==> src/rtl/arm_ctrl_pkg.sv <==
// Shared control-unit types for the multicycle ARM datapath.
// Holds the main FSM state encoding and the ALU source / result mux select codes.
package arm_ctrl_pkg;

  typedef enum logic [3:0] {
    FETCH    = 4'd0,
    DECODE   = 4'd1,
    MEMADR   = 4'd2,
    MEMREAD  = 4'd3,
    MEMWB    = 4'd4,
    MEMWRITE = 4'd5,
    EXECUTER = 4'd6,
    EXECUTEI = 4'd7,
    ALUWB    = 4'd8,
    BRANCH   = 4'd9
  } state_t;

  // ALUSrcB selects: register operand, extended immediate, constant four
  localparam logic [1:0] SRCB_REG  = 2'b00;
  localparam logic [1:0] SRCB_IMM  = 2'b01;
  localparam logic [1:0] SRCB_FOUR = 2'b10;

  // ResultSrc selects: registered ALU output, memory read data, live ALU result
  localparam logic [1:0] RES_ALUOUT    = 2'b00;
  localparam logic [1:0] RES_DATA      = 2'b01;
  localparam logic [1:0] RES_ALURESULT = 2'b10;

  localparam logic [1:0] OP_DP     = 2'b00;
  localparam logic [1:0] OP_MEM    = 2'b01;
  localparam logic [1:0] OP_BRANCH = 2'b10;

endpackage

==> src/rtl/multicycle_main_fsm_decode.sv <==
// Purely combinational Moore decode of the main FSM state into datapath controls.
// InstrDone is the only output that also looks at inputs (Op for undefined retire, Stall).
module multicycle_main_fsm_decode
  import arm_ctrl_pkg::*;
(
  input  state_t     state,
  input  logic [1:0] Op,
  input  logic       Stall,
  output logic       IRWrite,
  output logic       NextPC,
  output logic       RegW,
  output logic       MemW,
  output logic       Branch,
  output logic       ALUOp,
  output logic       AdrSrc,
  output logic       ALUSrcA,
  output logic [1:0] ALUSrcB,
  output logic [1:0] ResultSrc,
  output logic       InstrDone
);

  always_comb begin
    IRWrite   = 1'b0;
    NextPC    = 1'b0;
    RegW      = 1'b0;
    MemW      = 1'b0;
    Branch    = 1'b0;
    ALUOp     = 1'b0;
    AdrSrc    = 1'b0;
    ALUSrcA   = 1'b0;
    ALUSrcB   = SRCB_REG;
    ResultSrc = RES_ALUOUT;
    case (state)
      FETCH: begin
        IRWrite   = 1'b1;
        NextPC    = 1'b1;
        ALUSrcA   = 1'b1;
        ALUSrcB   = SRCB_FOUR;
        ResultSrc = RES_ALURESULT;
      end
      DECODE: begin
        ALUSrcA   = 1'b1;
        ALUSrcB   = SRCB_FOUR;
        ResultSrc = RES_ALURESULT;
      end
      MEMADR:   ALUSrcB = SRCB_IMM;
      MEMREAD:  AdrSrc  = 1'b1;
      MEMWB: begin
        ResultSrc = RES_DATA;
        RegW      = 1'b1;
      end
      MEMWRITE: begin
        AdrSrc = 1'b1;
        MemW   = 1'b1;
      end
      EXECUTER: ALUOp = 1'b1;
      EXECUTEI: begin
        ALUOp   = 1'b1;
        ALUSrcB = SRCB_IMM;
      end
      ALUWB:    RegW = 1'b1;
      BRANCH: begin
        ALUSrcB   = SRCB_IMM;
        ResultSrc = RES_ALURESULT;
        Branch    = 1'b1;
      end
      default: ;
    endcase
  end

  // An undefined opcode retires straight out of DECODE
  always_comb begin
    InstrDone = 1'b0;
    if (!Stall) begin
      case (state)
        MEMWB, MEMWRITE, ALUWB, BRANCH: InstrDone = 1'b1;
        DECODE:                         InstrDone = (Op == 2'b11);
        default:                        InstrDone = 1'b0;
      endcase
    end
  end

endmodule

==> src/rtl/multicycle_main_fsm.sv <==
// Main control FSM of the multicycle ARM processor: state register and sequencing.
// Output decoding lives in multicycle_main_fsm_decode.
module multicycle_main_fsm
  import arm_ctrl_pkg::*;
(
  input  logic       clk,
  input  logic       reset,
  input  logic [1:0] Op,
  input  logic [5:0] Funct,
  input  logic       Stall,
  output logic       IRWrite,
  output logic       NextPC,
  output logic       RegW,
  output logic       MemW,
  output logic       Branch,
  output logic       ALUOp,
  output logic       AdrSrc,
  output logic       ALUSrcA,
  output logic [1:0] ALUSrcB,
  output logic [1:0] ResultSrc,
  output logic       InstrDone,
  output logic [3:0] StateOut
);

  state_t state;
  state_t next;

  // Only the I and L bits steer sequencing; the rest belong to the ALU decoder
  logic unused_funct;
  assign unused_funct = ^Funct[4:1];

  always_ff @(posedge clk or posedge reset) begin
    if (reset)
      state <= FETCH;
    else if (!Stall)
      state <= next;
  end

  // Unused encodings fall through the default and recover to FETCH
  always_comb begin
    next = FETCH;
    case (state)
      FETCH: next = DECODE;
      DECODE: begin
        case (Op)
          OP_DP:     next = Funct[5] ? EXECUTEI : EXECUTER;
          OP_MEM:    next = MEMADR;
          OP_BRANCH: next = BRANCH;
          default:   next = FETCH;
        endcase
      end
      MEMADR:   next = Funct[0] ? MEMREAD : MEMWRITE;
      MEMREAD:  next = MEMWB;
      EXECUTER: next = ALUWB;
      EXECUTEI: next = ALUWB;
      default:  next = FETCH;
    endcase
  end

  multicycle_main_fsm_decode u_decode (
    .state     (state),
    .Op        (Op),
    .Stall     (Stall),
    .IRWrite   (IRWrite),
    .NextPC    (NextPC),
    .RegW      (RegW),
    .MemW      (MemW),
    .Branch    (Branch),
    .ALUOp     (ALUOp),
    .AdrSrc    (AdrSrc),
    .ALUSrcA   (ALUSrcA),
    .ALUSrcB   (ALUSrcB),
    .ResultSrc (ResultSrc),
    .InstrDone (InstrDone)
  );

  assign StateOut = state;

endmodule

==> config.mk <==
export PLATFORM = sky130hd
export DESIGN_NAME = multicycle_main_fsm
export DESIGN_NICKNAME = d
export VERILOG_FILES = /design/src/rtl/arm_ctrl_pkg.sv /design/src/rtl/multicycle_main_fsm_decode.sv /design/src/rtl/multicycle_main_fsm.sv
export SDC_FILE = /design/constraint.sdc
export NUM_CORES = 1
export LEC_CHECK = 0
export BUFFER_PORTS_ARGS = -buffer_cell sky130_fd_sc_hd__buf_2
export CAP_MARGIN = 20
export CORE_AREA = 2 2 39 41
export DETAILED_ROUTE_END_ITERATION = 12
export DIE_AREA = 0 0 41 43
export GPL_TIMING_DRIVEN = 0
export MAX_ROUTING_LAYER = met4
export PLACE_DENSITY = 0.68
export SLEW_MARGIN = 25
export SYNTH_ARGS = -nofsm -noshare
export SYNTH_HDL_FRONTEND = slang
export SYNTH_SLANG_ARGS = --single-unit
==> constraint.sdc <==
create_clock -name clk -period 2.2 [get_ports clk]
set_input_delay 0.22 -clock clk [delete_from_list [all_inputs] [get_ports clk]]
set_output_delay 0.22 -clock clk [all_outputs]
set_load 0.005 [all_outputs]
== Word-level counts from Yosys, hierarchy flattened ==
Index checks and enable logic that the tools add are counted.

* Bits in registers: 4
* Input port bits: 11
* Output and inout bits: 17
* Logic and storage cells: 37

* Reductions and logical operators: 9
* Multiplexer cells: 15
* Equal/unequal tests: 12

{| class="wikitable"
|+ Operator list
! cell !! count
|-
| 4-bit case mux with 5 select lines || 1
|-
| 4-bit by 3-bit equality test with 1-bit output, second input constant || 4
|-
| 4-bit case mux with 3 select lines || 1
|-
| 1-bit two-way mux || 9
|-
| 4-bit by 2-bit equality test with 1-bit output, second input constant || 2
|-
| 4-bit equality test, second input constant || 2
|-
| 2-bit case mux with 2 select lines || 2
|-
| 2-bit OR reduction || 4
|-
| 3-bit OR reduction || 2
|-
| 2-bit equality test, second input constant || 2
|-
| 4-bit by 1-bit equality test with 1-bit output, second input constant || 1
|-
| 4-bit logical NOT || 1
|-
| 4-bit OR reduction || 1
|-
| 3-bit two-way mux || 1
|-
| 2-bit by 1-bit equality test with 1-bit output, second input constant || 1
|-
| 2-bit logical NOT || 1
|-
| 1-bit case mux with 2 select lines || 1
|}

== Depth between registers and ports, before layout ==
* Word-level depth: 4
* Gate-level depth with buffers: 4
* Depth with buffers taken out: 3

== By module ==
A second synthesis with hierarchy kept.

* Cell total of the unflattened synthesis: 49
* Area, all modules: 392.9 µm²

{| class="wikitable"
|+ Modules (own cells, without submodules)
! module !! seq. area each (µm²) !! cells an instance !! area an instance (µm²) !! instances
|-
| multicycle_main_fsm || 100.1 || 24 || 229.0 || 1
|-
| multicycle_main_fsm_decode || 0.0 || 25 || 163.9 || 1
|}

== Worst setup path after synthesis ==
OpenSTA, ideal clock, no wires.

* Path kind: reg-to-output
* Start point: register state[1], in the netlist StateOut[1]
* End point: output ResultSrc[1]
* Required time: 1.980 ns
* Arrival: 1.304 ns
* Buffers on the path: 1
* Cell stages (with the launch flop): 4
* Setup slack: 0.676 ns
* Cell sequence: dfrtp_1 -> buf_6 -> or4b_2 -> nand2_1

* Longest elaborated chain between the ends: 3
* Elaborated cells on any way between the ends: 6
* Those cells by class: eq/ne (3); mux (1); reduce/logical (2)

{| class="wikitable"
|+ RTL lines
! element !! RTL line !! RTL
|-
| start, declared || multicycle_main_fsm.sv:25 || <nowiki>state_t state;</nowiki>
|-
| start signal, assigned || multicycle_main_fsm.sv:36 || <nowiki>state <= next;</nowiki>
|-
| 4-bit equality test, or another cell as far along || multicycle_main_fsm_decode.sv:33 || <nowiki>case (state)</nowiki>
|-
| 3-bit OR reduction (no line) || n/a ||
|-
| 2-bit case mux with 2 select lines (*) || multicycle_main_fsm_decode.sv:33 ||
|-
| end, declared || multicycle_main_fsm.sv:20 || <nowiki>output logic [1:0] ResultSrc,</nowiki>
|}

Mark *: on every way between the ends. The rest lies on a longest branch, timed or not.

== Worst setup path in the final report ==
Same ends and word-level chain as after synthesis.

==> impl_results.md <==
- Worst EP arrival: 1.65 ns
- Core area: between 0.001 and 0.0015 sq mm
- Initial Util: 27.94%
- Antenna violations before repair: 0
- Status: finished clean
- DP HPWL: 790.1 microns
- Final hold violation count: 0
- Post-synth top area share: 25.89%
- Final Max Tran Viols: 0
- Worst-path clk slew: 0.04 ns
- Skew final: 0.004922 ns
- Filler instances: roughly 150
- Die span in y: between 40 and 50 microns
- Nets@finish: a little over 90
- Critical path fanouts, max: 10
- Final GP Congestion: 0.8520
- Kind of start point of the critical path: register
- Diodes inserted: 0
- Setup CP Type: register to output pin
- Share of layout cells above drive strength 1: 38.46%
- Cells along the critical path: buf_6 -> or4b_2 -> nand2_1 -> buf_2
- TritonCTS Buffers: 3
- Max_slew headroom: 68.36%
- Wire length per cell: 10.96 microns
- Row count: 14
- Delay-heaviest family, CP: simple AND/OR/NAND/NOR gates
- Iter 0 DRT Violations: 8
- Final std cells w/o fill: 94
- Post-CTS setup buffer count: 0
- Setup TNS: 0 ns
- Clk buf depth: 2
- Port Buffers: 22
- # IOs: 28
- CP required: slightly below 2 ns
- Worst skew pair latency: 0.23 ns
- Routed via count: 453
- Post-synthesis sequential area ratio: 25.89%
- Number of distinct library cells after synthesis: 27
- Post-Syn Area: around 390 sq um
- Grt ovf: 0
- Vias in the first global route: 391
- Slowest cell on crit path: or4b_2
- Root buffer cell: clkbuf_4
- Syn Inst Count: 52
- Hold/Removal Path Class: input port to register
- Hold slack: 0.2553 ns
- CTS tree: yes
- Depth of the CTS H-tree: 1
- Max incr delay on CP: 0.70 ns
- Leading area contributor after synthesis: dfrtp_1
- Top cells by area, synth: dfrtp_1 (26%), inv_1 (7.8%), xnor2_1 (6.8%)
- Dpl cell area: 516.7 sq um
- Post-route cell area: 549.3 sq um
- Lkg Pwr: 0.3049 nW
- Worst VDD drop: 514.7 uV
- Routed vias/inst: between 4 and 5
- CP Capture Type: output pin
- GRT Util Overall: between 10% and 20%
- Largest net degree at the start of global routing: 11
- Post-Place Cells: 90
- Final Setup Violations: 0
- Die area: 0.001763 sq mm
- YS warnings: 0
- Max cap viols: 0
- Routed Wire Length: slightly above 1000 microns
- Post-Syn Area per Cell: ~7.4 sq um
- Buf/Inv on CP: 2
- Post-synth net total: 63
- First-pass GRT wire length: 1580 microns
- Power Total: 0.8574 mW
- Clock sink count: 4
- Max reg flops: 4
- Detailed Routing Iterations Pass 1: 4
- PwrDens: between 1500 and 2000 mW/mm^2
- Die width: 41 microns
- Number of synthesized register bits: 4
- DRC: 0
- Worst-Margin Slew: 0.4746 ns
- Fmax: 533.7 MHz
- Final period util: 85.17%
- Post-DRT Antenna Nets: 0
- Unrepaired setup endpoints after global routing: no
- P&R area growth vs syn: 42.07%
- Tmin final: 1.874 ns
==> cell usage after synthesis (all sizes together) <==
| cell | instances |
|---|---|
| inv | 8 |
| nand2 | 6 |
| nor2 | 5 |
| dfrtp | 4 |
| buf | 3 |
| clkbuf | 3 |
| xnor2 | 3 |
| and3 | 2 |
| nor3 | 2 |
| a2111oi | 1 |
| a22oi | 1 |
| a311oi | 1 |
| a31oi | 1 |
| nand2b | 1 |
| nand3 | 1 |
| nand4b | 1 |
| nor2b | 1 |
| nor4b | 1 |
| o21ai | 1 |
| o221ai | 1 |
| o22ai | 1 |
| o31a | 1 |
| o41ai | 1 |
| or3 | 1 |
| or4b | 1 |
==> where the power goes <==
part	total [mW]	internal [mW]	switching [mW]
clock	0.0893	0.0609	0.0285
combinational	0.628	0.312	0.316
sequential	0.140	0.108	0.0328
total	0.857	0.480	0.377
==> final timing paths <==
check | start | to | slack [ns] | depth (start not counted)
worst max-delay path | StateOut[1] | ResultSrc[1] | 0.33 | 4
worst min-delay path | Op[1] | StateOut[2] | 0.26 | 2
worst max register to register | StateOut[1] | StateOut[0] | 0.69 | 4
worst min register to register | StateOut[1] | StateOut[1] | 0.69 | 3
max in group asynchronous | reset | StateOut[3] | 1.63 | 3
min in group asynchronous | reset | StateOut[0] | 0.42 | 3
==> layout make-up <==
cell class,instances,area (sq um),share of cell area [%]
multi-input combinational,34,222.7,40.55
timing repair buffer,23,120.1,21.87
sequential,4,100.1,18.22
buffer,6,33.78,6.150
inverter,8,30.03,5.467
clock buffer,3,22.52,4.100
tap,16,20.02,3.645
==> timing repair <==
action | CTS | global route
hold buffers | 1 | 0
gates resized for setup | 0 | 0
hold endpoints to repair | 4 | 0
==> layout by cell type, fill, tap and decap left out, types with 2 or more instances in the layout <==
cell / synthesis / routed
buf_2: 0 / 22
inv_1: 8 / 8
nand2_1: 6 / 6
nor2_1: 5 / 5
dfrtp_1: 4 / 4
clkbuf_1: 3 / 3
xnor2_1: 3 / 3
clkbuf_4: 0 / 3
nor3_1: 2 / 2
and3_1: 2 / 2
==> logic make-up after synthesis <==
family | after synthesis | synth area share, %
AO/OA/AOI/OAI | 9 | 19.75
AND/OR/NAND/NOR | 22 | 31.07
flip-flops | 4 | 25.89
buffers and inverters | 14 | 16.50
XOR/XNOR | 3 | 6.797
==> through the flow <==
| stage | utilization, % | worst slack (ns) |
|---|---|---|
| after detailed placement | 37.34 | 0.5734 |
| after global placement | 37.34 | 0.5821 |
| after floorplan | - | 0.6761 |
| after CTS | 39.69 | 0.3127 |
| final | 39.69 | 0.3263 |
| after global routing | 39.69 | 0.07703 |
==> layer usage <==
layer	up-vias	part of all wire, %	global-route usage, %
met2	22	44	19.38
met4	0	0	2.000
met5	-	0	-
li1	229	-	-
met3	0	8.6	4.712
met1	202	47	17.65
Note: power is estimated with default switching activity, not from simulation.
